===== src/rtl/loop_apu.sv =====
// Address processing unit: turns the loop controller's per-depth step stream into
// strided per-lane addresses, rewinding to the loop-start snapshot on a loop's last step.
module loop_apu #(
    parameter int BITS                  = 18,
    parameter int ADDR_BITS             = 20,
    parameter int LOOP_LOG_CNT          = 3,
    parameter int SUPERSCALAR_LOG_WIDTH = 2
) (
    input  logic                                                clk,
    input  logic                                                reset,
    input  logic                                                cfg_stride_we,
    input  logic [LOOP_LOG_CNT-1:0]                             cfg_depth,
    input  logic [ADDR_BITS-1:0]                                cfg_stride,
    input  logic                                                cfg_base_we,
    input  logic [ADDR_BITS-1:0]                                cfg_base,
    input  logic                                                enable,
    input  logic                                                is_start_loop,
    input  logic [LOOP_LOG_CNT-1:0]                             loop_depth,
    input  logic [BITS-1:0]                                     cur_di,
    input  logic                                                loop_done,
    output logic [(2**SUPERSCALAR_LOG_WIDTH)*ADDR_BITS-1:0]     lane_addr,
    output logic [(2**SUPERSCALAR_LOG_WIDTH)-1:0]               lane_valid,
    output logic                                                out_valid,
    output logic [ADDR_BITS-1:0]                                cur_addr
);

    localparam int LOOP_CNT = 2 ** LOOP_LOG_CNT;
    localparam int SW       = 2 ** SUPERSCALAR_LOG_WIDTH;
    localparam int EW       = SUPERSCALAR_LOG_WIDTH + 1;
    localparam logic [BITS-1:0] SW_DI = BITS'(SW);

    // Small multiplier: eff never exceeds SW, so a few shifted adds suffice.
    function automatic logic [ADDR_BITS-1:0] shift_add(input logic [ADDR_BITS-1:0] s,
                                                       input logic [EW-1:0]        m);
        logic [ADDR_BITS-1:0] acc;
        acc = '0;
        for (int b = 0; b < EW; b++) begin
            if (m[b]) acc = acc + (s << b);
            else      acc = acc;
        end
        return acc;
    endfunction

    logic [ADDR_BITS-1:0]       r_stride [LOOP_CNT];
    logic [ADDR_BITS-1:0]       r_snap   [LOOP_CNT];
    logic [ADDR_BITS-1:0]       r_cur_addr;
    logic [SW*ADDR_BITS-1:0]    r_lane_addr;
    logic [SW-1:0]              r_lane_valid;
    logic                       r_out_valid;

    logic                       w_step;
    logic                       w_start;
    logic [EW-1:0]              w_eff;
    logic [ADDR_BITS-1:0]       w_stride;
    logic [ADDR_BITS-1:0]       w_next_addr;
    logic [SW*ADDR_BITS-1:0]    w_lanes;
    logic [SW-1:0]              w_mask;

    // Decode the step, clamp the iteration count and build lane addresses and the next address.
    always_comb begin
        w_start     = enable && is_start_loop;
        w_step      = enable && !is_start_loop && (cur_di != {BITS{1'b0}});
        w_stride    = r_stride[loop_depth];
        w_lanes     = '0;
        w_mask      = '0;
        w_next_addr = r_cur_addr;
        if (cur_di > SW_DI) w_eff = EW'(SW);
        else                w_eff = cur_di[EW-1:0];
        for (int k = 0; k < SW; k++) begin
            w_lanes[k*ADDR_BITS +: ADDR_BITS] = r_cur_addr + shift_add(w_stride, EW'(k));
            if (EW'(k) < w_eff) w_mask[k] = 1'b1;
            else                w_mask[k] = 1'b0;
        end
        // Base load outranks the step's own address update; lanes still use the old address.
        if (cfg_base_we)          w_next_addr = cfg_base;
        else if (w_step) begin
            if (loop_done)        w_next_addr = r_snap[loop_depth];
            else                  w_next_addr = r_cur_addr + shift_add(w_stride, w_eff);
        end else                  w_next_addr = r_cur_addr;
    end

    // Per-depth stride table; a write is visible only from the next cycle.
    always_ff @(posedge clk) begin
        if (reset) begin
            for (int i = 0; i < LOOP_CNT; i++) r_stride[i] <= '0;
        end else if (cfg_stride_we) begin
            r_stride[cfg_depth] <= cfg_stride;
        end
    end

    // Running address and loop-start snapshots.
    always_ff @(posedge clk) begin
        if (reset) begin
            r_cur_addr <= '0;
            for (int i = 0; i < LOOP_CNT; i++) r_snap[i] <= '0;
        end else begin
            r_cur_addr <= w_next_addr;
            if (w_start && !cfg_base_we) r_snap[loop_depth] <= r_cur_addr;
        end
    end

    // Registered lane outputs, live for exactly one cycle after a step.
    always_ff @(posedge clk) begin
        if (reset) begin
            r_lane_addr  <= '0;
            r_lane_valid <= '0;
            r_out_valid  <= 1'b0;
        end else if (w_step) begin
            r_lane_addr  <= w_lanes;
            r_lane_valid <= w_mask;
            r_out_valid  <= 1'b1;
        end else begin
            r_lane_addr  <= '0;
            r_lane_valid <= '0;
            r_out_valid  <= 1'b0;
        end
    end

    assign lane_addr  = r_lane_addr;
    assign lane_valid = r_lane_valid;
    assign out_valid  = r_out_valid;
    assign cur_addr   = r_cur_addr;

endmodule


===== config.mk =====
export PLATFORM = sky130hd
export DESIGN_NAME = loop_apu
export DESIGN_NICKNAME = d
export VERILOG_FILES = /design/src/rtl/loop_apu.sv
export SDC_FILE = /design/constraint.sdc
export NUM_CORES = 1
export LEC_CHECK = 0
export BUFFER_PORTS_ARGS = -buffer_cell sky130_fd_sc_hd__buf_2
export CAP_MARGIN = 15
export CORE_UTILIZATION = 55
export DETAILED_ROUTE_END_ITERATION = 12
export PLACE_DENSITY = 0.75
export SLEW_MARGIN = 20
export SYNTH_ARGS = -nofsm -noshare
export SYNTH_HDL_FRONTEND = slang
export SYNTH_SLANG_ARGS = --single-unit

===== constraint.sdc =====
create_clock -name clk -period 13.4 [get_ports clk]
set_clock_uncertainty 0.05 [all_clocks]
set_input_delay 3.35 -clock clk [delete_from_list [all_inputs] [get_ports clk]]
set_output_delay 3.35 -clock clk [all_outputs]
set_load 0.01 [all_outputs]

==> results by group <==
Synth
  • Number of synthesized flops with an enable pin: 320
  • YS warnings: 0
  • Area leader, netlist: edfxtp_1
  • Yosys reg bits: 423
  • Seq/Total Area, Yosys: 50.0%
  • Synthesized cell area: 23,300 um2
  • Syn_nets: 2,358
  • Share of synthesized registers carrying an async set or reset: 0%
  • Post-synthesis cell type count: 87
  • Synth Flop Type: edfxtp_1
  • Share of the synthesized area in the top cell type: 41.2%
  • Syn Area/Cell: 10.8 um2
  • Area contributors post-synth: edfxtp_1, and2_1, dfxtp_1, ha_1, a21oi_1
  • Synth Instances: 2,154

Critical path
  • Crit path DAT: 11.26 ns
  • CP endpoint kind: register
  • Most used cell, CP: a21oi_1
  • Peak fanout along the critical path: 35
  • Crit path kind: input pin to register
  • CP startpoint kind: input pin
  • Req. time, crit path: 13.80 ns
  • Crit path largest cell delay: 0.49 ns
  • Critical Path Slowest Stage Cell: fa_1

Final layout
  • Fin util: 62.3%
  • Final net count: 2,497
  • Fillers: 3,399
  • Non-Filler Instances: 2,863
  • Area Growth Syn to Fin: 11.8%
  • Area occupied by multi-input gates: 10,900 um2
  • FF/Latch Area: 11,700 um2
  • Share of cells above drive strength 1: 15.9%

STA
  • Upper clock frequency limit: 92.1 MHz
  • Worst Tran Pin Value: 1.07 ns
  • Fin crit period: 10.86 ns
  • Setup TNS: 0 ns
  • Final hold violation count: 0
  • Slew margin rel.: 28.8%
  • RSZ-0062 raised after global routing: false
  • Hold_ws: 0.648 ns
  • Pins Over Slew Limit: 0
  • Tcrit/Tclk final: 81.1%
  • # setup viols final: 0
  • Final worst setup slack: 2.54 ns

Clocking
  • Worst-Skew Late Latency: 0.60 ns
  • # H-tree levels: 2
  • Hold buffers post-CTS: 0
  • CTS clk-pin slew, worst paths: 0.06 ns
  • CTS sink count: 423
  • Cts repair resizes: 0
  • CTS tree: yes
  • Root Driver: clkbuf_16
  • Post-CTS Setup Bufs: 0
  • CTS max path bufs: 3
  • CTS Buf Count: 46

Detailed routing
  • DRT iter0 DRCs: 1,684
  • Final WL: 67,500 um
  • Drt wl/cell: 23.6 um
  • Drt via density: 6.21
  • # DRC: 0
  • Final ANT Viol Nets: 0
  • Pre-Repair DR Iteration Count: 6
  • DR vias: 17,800

Global routing
  • Initial antenna violation count: 3
  • Largest net degree at the start of global routing: 51
  • Vias in the first global route: 17,500
  • First-pass GRT wire length: 103,000 um
  • GR Util All Layers: 31.4%
  • Grt ovf: 0

Placed design
  • Detail Placement HPWL: 45,600 um
  • Inst Count DP: 2,784
  • # port buffers: 175
  • GP Congestion: 0.938
  • Setup Slack @ Placement: 2.09 ns

Floorplan
  • Initial cell density of the core: 55.7%
  • Core box area: 41,900 um2
  • Chip height: 208 um
  • Num rows: 75
  • Die X: 208 um
  • Top-Level Pins: 176
  • Die area: 43,200 um2

Pwr
  • LEAKAGE: 0.0107 uW
  • Pwr Density: 128 nW/um2
  • Peak VDD IR: 108 uV

Run status
  • Status: finished, final reports clean

Run
  • Max-Cap Viols: 0

Min path
  • HP Class: register to register
==> synth_stat cells (55+ instances only) <==
| cell type | count |
|---|---|
| nor2_1 | 138 |
| a21oi_1 | 123 |
| ha_1 | 109 |
| dfxtp_1 | 103 |
| clkbuf_1 | 86 |
| edfxtp_1 | 320 |
| o21ai_0 | 60 |
| a22oi_1 | 64 |
| and2_1 | 343 |
| inv_1 | 55 |
| nor3_1 | 62 |
| nand2_1 | 96 |
==> metal layers <==
| metal | vias up | wire, um | GRT usage [%] |
|---|---|---|---|
| li1 | 8111 | - | - |
| met1 | 8632 | 26800 | 40.8 |
| met2 | 886 | 31500 | 50.7 |
| met3 | 154 | 6280 | 6.57 |
| met4 | 4 | 2820 | 13.9 |
| met5 | - | 25 | 0 |
==> power by group <==
part,total [uW],leakage (uW),switching [uW],internal [uW]
clock,1190,0.000675,524,663
sequential,1510,0.00404,33.5,1480
combinational,649,0.00602,407,242
==> area by class of cell <==
cell class | count | area share (%)
Clock buffer | 58 | 4.66
Inverter | 60 | 0.864
Antenna cell | 1 | 0.00959
Clock inverter | 20 | 0.609
Multi-Input combinational cell | 1539 | 41.8
Sequential cell | 423 | 44.7
Tap cell | 539 | 2.59
Timing Repair Buffer | 223 | 4.74
==> critical path, delay by kind of cell <==
family	cells	cell delay, ns
buffers and inverters	5	1.28
XOR/XNOR	3	0.67
adder cells (fa/ha/maj)	5	1.56
AND/OR/NAND/NOR	8	1.64
AO/OA/AOI/OAI	16	2.74
==> placed cells by master, fill, tap and decap left out, types with 8 or more instances in the layout <==
cell type,n
a211oi_1,23
and2_1,343
nand2_1,96
o21bai_1,9
nand2b_1,21
mux2i_1,24
nand4_1,17
or2_2,20
o21ai_1,11
a31oi_1,16
nor2_1,133
or3_1,12
o22ai_1,8
xor2_1,39
inv_1,55
nor2b_1,18
o211ai_1,10
buf_4,48
ha_1,109
a21oi_1,123
clkbuf_16,46
a22oi_1,64
clkbuf_1,10
nor4_1,10
mux4_2,9
xnor2_1,37
a22o_1,15
dfxtp_1,103
a221oi_1,22
a221o_1,9
mux2_2,12
nor3_1,56
and3_1,13
buf_2,175
fa_1,24
o21ai_0,60
o21a_1,8
a21o_1,40
edfxtp_1,320
nand3_1,24
==> state kept, by name, summed over array words and instances (netlist names) <==
register	count
r_snap	160
lane_addr	78
lane_valid	4
cur_addr	20
r_stride	160
out_valid	1
==> worst paths after layout <==
| kind | to | slack (ns) | startpoint | depth (start not counted) |
|---|---|---|---|---|
| min | lane_addr[16] | 0.65 | cur_addr[16] | 2 |
| min reg2reg | lane_addr[16] | 0.65 | cur_addr[16] | 2 |
| max | cur_addr[19] | 2.54 | loop_depth[2] | 37 |
| max reg2reg | cur_addr[19] | 6.08 | r_stride[0][1] | 33 |
==> through the flow <==
stage / cell area, um2 / total power, uW
finish: 26100 / 3340
global route: 26100 / 3480
CTS: 26100 / 3350
detailed placement: 24700 / 2170
global placement: 24700 / 2160
floorplan: 23300 / 1970
==> kinds of logic after synthesis <==
kind of cell / after synthesis / synth area share [%]
mux: 49 / 2.72
fa+ha+maj: 134 / 7.96
buf+inv: 192 / 3.62
xor+xnor: 77 / 2.92
compound gates: 475 / 13.9
flops: 423 / 50.0
simple gates: 804 / 18.8
Note: power is estimated with default switching activity, not from simulation.
